**src/rtl/serial_addsub_if.sv**
```systemverilog
// rtl/serial_addsub_if.sv - operand/result bundle for the bit-serial adder/subtractor
//
// Purpose: groups the request, operand and result signals of serial_addsub.
//   master modport: the operand source / result consumer (drives start, rst, mode, CIN, A, B).
//   slave modport : the serial_addsub datapath (drives S, COUT, busy, done, ovf).
// Signals:
//   start  operation request          rst   synchronous abort
//   mode   0 = add, 1 = subtract      CIN   carry-in / borrow-in
//   A, B   WIDTH-bit operands         S     WIDTH-bit result
//   COUT   final carry (sub: 1 = no borrow)
//   busy   operation in progress      done  one-cycle result-valid pulse
//   ovf    signed overflow, present only when SERIAL_ADDSUB_OVF_EN is defined
interface serial_addsub_if #(
    parameter int WIDTH = 8
);
    logic             start;
    logic             rst;
    logic             mode;
    logic             CIN;
    logic [WIDTH-1:0] A;
    logic [WIDTH-1:0] B;
    logic [WIDTH-1:0] S;
    logic             COUT;
    logic             busy;
    logic             done;
`ifdef SERIAL_ADDSUB_OVF_EN
    logic             ovf;

    modport master (
        output start, rst, mode, CIN, A, B,
        input  S, COUT, busy, done, ovf
    );

    modport slave (
        input  start, rst, mode, CIN, A, B,
        output S, COUT, busy, done, ovf
    );
`else
    modport master (
        output start, rst, mode, CIN, A, B,
        input  S, COUT, busy, done
    );

    modport slave (
        input  start, rst, mode, CIN, A, B,
        output S, COUT, busy, done
    );
`endif
endinterface

```
**src/rtl/serial_addsub.sv**
```systemverilog
// rtl/serial_addsub.sv - bit-serial WIDTH-bit adder/subtractor with FSM control
//
// Purpose: captures A/B on start, processes one bit per clock (LSB first) through
// a single full-adder slice and a carry flip-flop, then presents S/COUT with a
// one-cycle done pulse.  Subtraction is A + ~B + ~CIN, so COUT=1 means no borrow.
// Ports:
//   CLK   rising-edge clock
//   NRST  asynchronous active-low reset
//   bus   serial_addsub_if.slave (start, rst, mode, CIN, A, B -> S, COUT, busy, done[, ovf])
// Optional feature: define SERIAL_ADDSUB_OVF_EN to add bus.ovf, the signed
// two's-complement overflow flag (carry into MSB XOR carry out of MSB).
// Legal WIDTH range: 2..32.
module serial_addsub #(
    parameter int WIDTH = 8
) (
    input  logic          CLK,
    input  logic          NRST,
    serial_addsub_if.slave bus
);
    localparam int CNT_W = $clog2(WIDTH);

    typedef enum logic [1:0] {
        IDLE = 2'b00,
        RUN  = 2'b01,
        DONE = 2'b10
    } state_t;

    state_t           state;
    logic [CNT_W-1:0] cnt;
    logic [WIDTH-1:0] op_a;
    logic [WIDTH-1:0] op_b;
    logic [WIDTH-1:0] res;
    logic             carry;

    logic [WIDTH-1:0] s_q;
    logic             cout_q;
    logic             busy_q;
    logic             done_q;

    // Single full-adder slice on the current LSBs.
    logic             sum_bit;
    logic             carry_next;
    logic [WIDTH-1:0] res_next;
    logic             last_bit;

    always_comb begin
        sum_bit    = op_a[0] ^ op_b[0] ^ carry;
        carry_next = (op_a[0] & op_b[0]) | (op_a[0] & carry) | (op_b[0] & carry);
        res_next   = {sum_bit, res[WIDTH-1:1]};
        last_bit   = (cnt == CNT_W'(WIDTH - 1));
    end

`ifdef SERIAL_ADDSUB_OVF_EN
    logic ovf_q;
    assign bus.ovf = ovf_q;
`endif

    assign bus.S    = s_q;
    assign bus.COUT = cout_q;
    assign bus.busy = busy_q;
    assign bus.done = done_q;

    always_ff @(posedge CLK or negedge NRST) begin
        if (!NRST) begin
            state  <= IDLE;
            cnt    <= '0;
            op_a   <= '0;
            op_b   <= '0;
            res    <= '0;
            carry  <= 1'b0;
            s_q    <= '0;
            cout_q <= 1'b0;
            busy_q <= 1'b0;
            done_q <= 1'b0;
`ifdef SERIAL_ADDSUB_OVF_EN
            ovf_q  <= 1'b0;
`endif
        end else if (bus.rst) begin
            // Abort: the partial result is dropped, visible results are held.
            state  <= IDLE;
            busy_q <= 1'b0;
            done_q <= 1'b0;
        end else begin
            case (state)
                IDLE: begin
                    done_q <= 1'b0;
                    if (bus.start) begin
                        op_a   <= bus.A;
                        op_b   <= bus.mode ? ~bus.B : bus.B;
                        carry  <= bus.mode ? ~bus.CIN : bus.CIN;
                        cnt    <= '0;
                        busy_q <= 1'b1;
                        state  <= RUN;
                    end
                end
                RUN: begin
                    carry <= carry_next;
                    res   <= res_next;
                    op_a  <= op_a >> 1;
                    op_b  <= op_b >> 1;
                    cnt   <= cnt + CNT_W'(1);
                    if (last_bit) begin
                        // The result registers load from the final shifted value
                        // on this edge, so S/COUT are already valid while done is high.
                        state  <= DONE;
                        busy_q <= 1'b0;
                        done_q <= 1'b1;
                        s_q    <= res_next;
                        cout_q <= carry_next;
`ifdef SERIAL_ADDSUB_OVF_EN
                        ovf_q  <= carry ^ carry_next;
`endif
                    end
                end
                DONE: begin
                    done_q <= 1'b0;
                    state  <= IDLE;
                end
                default: begin
                    // Encoding 2'b11 is unreachable; recover to IDLE.
                    busy_q <= 1'b0;
                    done_q <= 1'b0;
                    state  <= IDLE;
                end
            endcase
        end
    end
endmodule

```
**src/flat_wrapper.sv**
```systemverilog
// flat-port wrapper written by rule: the top's interface ports become plain ports
module serial_addsub_flat 
#(
    parameter int WIDTH = 8
)
  (CLK, NRST, bus_start, bus_rst, bus_mode, bus_CIN, bus_A, bus_B, bus_S, bus_COUT, bus_busy, bus_done);
  serial_addsub_if #(.WIDTH(WIDTH)) bus_i ();
  input  logic CLK;
  input  logic NRST;
  input wire logic [$bits(bus_i.start)-1:0] bus_start;
  input wire logic [$bits(bus_i.rst)-1:0] bus_rst;
  input wire logic [$bits(bus_i.mode)-1:0] bus_mode;
  input wire logic [$bits(bus_i.CIN)-1:0] bus_CIN;
  input wire logic [$bits(bus_i.A)-1:0] bus_A;
  input wire logic [$bits(bus_i.B)-1:0] bus_B;
  output wire logic [$bits(bus_i.S)-1:0] bus_S;
  output wire logic [$bits(bus_i.COUT)-1:0] bus_COUT;
  output wire logic [$bits(bus_i.busy)-1:0] bus_busy;
  output wire logic [$bits(bus_i.done)-1:0] bus_done;
  assign bus_i.start = bus_start;
  assign bus_i.rst = bus_rst;
  assign bus_i.mode = bus_mode;
  assign bus_i.CIN = bus_CIN;
  assign bus_i.A = bus_A;
  assign bus_i.B = bus_B;
  assign bus_S = bus_i.S;
  assign bus_COUT = bus_i.COUT;
  assign bus_busy = bus_i.busy;
  assign bus_done = bus_i.done;
  serial_addsub #(.WIDTH(WIDTH)) u_core (.CLK(CLK), .NRST(NRST), .bus(bus_i));
endmodule
```
**config.mk**
```make
export PLATFORM = sky130hd
export DESIGN_NAME = serial_addsub_flat
export DESIGN_NICKNAME = d
export VERILOG_FILES = /design/src/rtl/serial_addsub_if.sv /design/src/rtl/serial_addsub.sv /design/src/flat_wrapper.sv
export SDC_FILE = /design/constraint.sdc
export NUM_CORES = 1
export LEC_CHECK = 0
export CAP_MARGIN = 5
export CORE_UTILIZATION = 30
export CTS_BUF_LIST = sky130_fd_sc_hd__clkbuf_16
export DETAILED_ROUTE_END_ITERATION = 6
export PLACE_DENSITY = 0.6
export RECOVER_POWER = 100
export SLEW_MARGIN = 20
export SYNTH_ARGS = -nofsm -noshare
export SYNTH_HDL_FRONTEND = slang
export SYNTH_SLANG_ARGS = --single-unit
```
**constraint.sdc**
```tcl
create_clock -name CLK -period 1.5 [get_ports CLK]
set_clock_uncertainty 0.2 [all_clocks]
set_input_delay 0.225 -clock CLK [delete_from_list [all_inputs] [get_ports CLK]]
set_output_delay 0.225 -clock CLK [all_outputs]
set_load 0.02 [all_outputs]
```
=== After elaboration in Yosys (flattened, before gate mapping) ===
Cells that the tools add are included.

* Muxes and demuxes: 21
* Shift-type cells: 0
* Magnitude comparators: 0
* Bitwise operators: 10
* Reductions and logical operators: 7
* Equality and inequality tests: 7
* Multipliers: 0
* Add/subtract/negate cells: 1
* Divide/modulo/power cells: 0

{| class="wikitable"
|+ Operator list
! operator !! count
|-
| $pmux W8 S2 || 2
|-
| $mux W8 || 3
|-
| $reduce_and A3 Y1 || 3
|-
| $mux W1 || 8
|-
| $not A8 Y8 || 1
|-
| $mux W2 || 3
|-
| $pmux W3 S2 || 1
|-
| $ne A2 B2 Y1 const B || 2
|-
| $pmux W2 S2 || 1
|-
| $reduce_and A2 Y1 || 2
|-
| $add A3 B1 Y3 const B || 1
|-
| $and A1 B1 Y1 || 3
|-
| $eq A3 B3 Y1 const B || 1
|-
| $mux W3 || 1
|-
| $ne A3 B2 Y1 const B || 1
|-
| $ne A3 B3 Y1 const B || 1
|-
| $pmux W1 S3 || 1
|-
| $eq A2 B1 Y1 const B || 1
|-
| $eq A2 B2 Y1 const B || 1
|-
| $logic_not A2 Y1 || 1
|-
| $not A1 Y1 || 2
|-
| $or A1 B1 Y1 || 2
|-
| $pmux W1 S2 || 1
|-
| $reduce_bool A2 Y1 || 1
|-
| $xor A1 B1 Y1 || 2
|}

* Latch bits: 0
* Register bits after elaboration: 41
* Bits of input ports: 22
* Output and inout bits: 11
* Memories: 0
* Memory bits (writable): 0
* Word-level logic and storage cells: 56
* ROM bits: 0

=== Logic depth before layout (Yosys ltp) ===
* Depth in word-level cells: 4
* Depth in mapped cells: 5
* Mapped depth without buffers: 5

=== Least setup slack after synthesis ===
No wires, ideal clock.

* Path kind: register -> register
* Start point: register u_core.cnt[0]
* End point: register u_core.s_q[6], in the netlist u_core.bus.S[6]
* Required time: 1172 ps
* Setup time: 128 ps
* Cell stages (with the launch flop): 6
* Slack: -162 ps
* Period minus slack after synthesis: 1662 ps
* Arrival time: 1334 ps
* Buffers on the path: 1
* Cells stage by stage: dfrtp_1 -> ha_1 -> ha_1 -> and2_1 -> buf_4 -> mux2_1

* Word-level cells in the longest chain between the ends: 2

{| class="wikitable"
|+ Ends and longest elaborated chain
! what !! line !! RTL
|-
| start: declaration || serial_addsub.sv:29 || <nowiki>logic [CNT_W-1:0] cnt;</nowiki>
|-
| start signal: assignment || serial_addsub.sv:101 || <nowiki>cnt <= cnt + CNT_W'(1);</nowiki>
|-
| $eq A3 B3 Y1 || serial_addsub.sv:50 || <nowiki>last_bit = (cnt == CNT_W'(WIDTH - 1));</nowiki>
|-
| $reduce_and A3 Y1 (no source line) || n/a ||
|-
| end signal: assignment || serial_addsub.sv:108 || <nowiki>s_q <= res_next;</nowiki>
|-
| end: declaration || serial_addsub.sv:35 || <nowiki>logic [WIDTH-1:0] s_q;</nowiki>
|}

No other way between the ends.
A chain may end at the register's enable or synchronous reset.

=== Worst setup path after layout ===
* Start point: register u_core.cnt[0]
* End point: register u_core.s_q[7], in the netlist u_core.bus.S[7]

The elaborated chain is that of the path after synthesis.

==> metrics <==
status=complete, but fails checks; failing checks=setup timing; CP cell instances=ha_2 -> ha_4 -> and2_4 -> mux2_4; drt first-iter violations=54; largest net degree at the start of global routing=28; GP Congestion=0.682; initial antenna violation count=0; Reg2Reg Setup Slack=-0.06 ns; post-synthesis cell area=around 1900 um^2; core area=5960 um^2; Die H=80.6 um; simple-gate share of the synthesized area=3.04%; hpwl dp=2440 um; period utilization=104%; Rows=28; CTS H-tree depth=2; Max Freq=around 0.64 GHz; Final Hold Viols=0; overall global routing resource usage=13.0%; Post-Route WL=3920 um; leading area contributor after synthesis=dfrtp_1; port bufs=32; Crit path required time=1.46 ns; Rel. slew slack=43.3%; Hold Crit Class=in -> reg; Routed Antenna Nets=0; Post-synth top flop=dfrtp_1; vias in the first global route=between 1,000 and 1,500; yosys warns=0; Post-synth ARST share=100%; Worst path slowest cell=dfrtp_1; post-synthesis sequential area ratio=54.0%; fin cells=272; CTS tree=yes; routed len/inst=14.4 um; synthesized area per cell=~13 um^2; initial cell density of the core=31.1%; most common cell in the netlist=dfrtp_1; area share of fa/ha/maj cells after synthesis=2.43%; Synth cell types=28; Initial DRT Pass Iterations=4; Yosys top cell area share=54.0%; first-pass GRT wire length=6370 um; CP endpoint kind=flip-flop; post-synthesis compound-gate area fraction=13.9%; Slew Viols, Final=0; Worst Tran Pin Value=between 0.8 and 0.9 ns; Final #Nets=221; crit path launch type=flip-flop; pre-CTS setup slack=-0.413 ns; number of max-cap violations=0; Post-synth EDFFs=0; worst vdd ir=480 uV; largest family of logic cells by synthesized area=multiplexers; layout cell share with drive strength beyond 1=38.1%; clock slew at reported path FFs=0.06 ns; die area=about 6500 um^2; XOR/XNOR Fraction of Synth Area=4.25%; Die Span X=80.6 um; CP max stage delay=0.39 ns; CTS Sinks=40; setup tns final=-0.598 ns; average vias per placed instance=4.76; most common library cells after synthesis=40 x dfrtp_1, 25 x o21ai_0, 16 x mux2_2; Final min period=1.56 ns; Non-Filler Cell Area, Final=between 2000 and 3000 um^2; num ports=33; Mapped Cells=146; placed inst area=2350 um^2; mux cell area share after synthesis=18.4%; gr ovfl total=0; Synth Net Count=171; WP data arrival=1.53 ns; crit path max fanout=5; area grow syn2layout=48.3%; RSZ-0062 raised after global routing=true; clk_lat worst skew=between 0.2 and 0.3 ns; DRC=0; CTS max path bufs=2; top cells by area, synth=dfrtp_1 54%, mux2_2 9.7%, mux2i_1 8.1%; CP Class=reg -> reg; LEAKAGE=1.29 nW; Root Buffer=clkbuf_16; synthesized flop and latch total=40; Power Dens Cells=1130 nW/um^2; worst setup margin=-0.0615 ns; final setup fails=16; ANT cells=0; DR vias=1,294; Inserted Clock Buffers=5; dpl cells=256; Pwr Total=around 3.1 mW
## placed cells by master (no fill, tap or decap), types with 3 or more instances in the layout
master | synthesis | routed
buf_12 | 0 | 3
buf_4 | 2 | 10
clkbuf_16 | 0 | 7
clkdlybuf4s50_1 | 0 | 19
dfrtp_1 | 40 | 40
dlygate4sd2_1 | 0 | 12
mux2_2 | 16 | 5
mux2_4 | 0 | 12
mux2i_1 | 15 | 10
mux2i_4 | 0 | 4
o21ai_1 | 0 | 15
o21ai_2 | 10 | 18
xor2_1 | 8 | 8
## cell families after synthesis
kind of cell / after synthesis
flip-flops: 40
XOR/XNOR: 9
AO/OA/AOI/OAI: 41
multiplexers: 32
AND/OR/NAND/NOR: 10
adder cells (fa/ha/maj): 3
buffers and inverters: 11
## worst max-delay path, delay by kind of cell, from the launching register on
family        cells  cell delay [ns]
flops             1             0.39
fa+ha+maj         2             0.38
simple gates      1             0.19
mux               1             0.29
## sequential cells by signal, indices dropped and copies added, names as in the netlist
register / count
u_core.bus.COUT: 1
u_core.bus.S: 8
u_core.bus.busy: 1
u_core.bus.done: 1
u_core.carry: 1
u_core.cnt: 3
u_core.op_a: 8
u_core.op_b: 8
u_core.res: 7
u_core.state: 2
## worst paths after layout
check	startpoint	to	depth (start not counted)
hold / removal	bus_rst	u_core.bus.busy	2
hold reg to reg	u_core.op_b[2]	u_core.op_b[2]	2
setup / recovery	u_core.cnt[0]	u_core.bus.S[7]	4
min in group asynchronous	NRST	u_core.op_a[5]	2
max in group asynchronous	NRST	u_core.state[0]	3
setup reg to reg	u_core.cnt[0]	u_core.bus.S[7]	4
## area by class of cell
class	count	area, um^2
clock buffers	5	125
clock inverters	3	13.8
fillers	571	3210
inverters	1	3.75
multi-input cells	96	966
flip-flops and latches	40	1000
well taps	75	93.8
repair buffers	52	547
## repair_timing
| item | 4_1_cts | 5_1_grt |
|---|---|---|
| hold endpoints to repair | 40 | 0 |
| pin swaps | 4 | 11 |
| endpoints found under the setup margin | 45 | 36 |
| gates resized for setup | 25 | 52 |
| buffers inserted | 2 | 2 |
| hold buffers | 1 | 0 |
| gates cloned | 1 | 2 |
## where the power goes
part           internal (mW)  leakage, nW  switching (mW)  total [mW]
combinational          0.425        0.698           0.280       0.704
clock                  0.603       0.0710           0.403        1.01
sequential              1.27        0.518           0.136        1.41
## per-stage QoR
stage	util, %	hold slack (ns)
floorplan	-	-0.271
global placement	39.5	-0.0427
detailed placement	39.5	-0.0473
CTS	42.5	0.100
global route	46.2	0.143
finish	46.2	0.134
## routing by layer
layer,up-vias,GRT usage (%),share of wire [%]
met5,-,0,0
met4,0,3.75,0.92
met3,4,3.41,3.5
met2,23,19.1,45
met1,647,18.5,50
li1,620,-,-
Note: power is estimated with default switching activity, not from simulation.
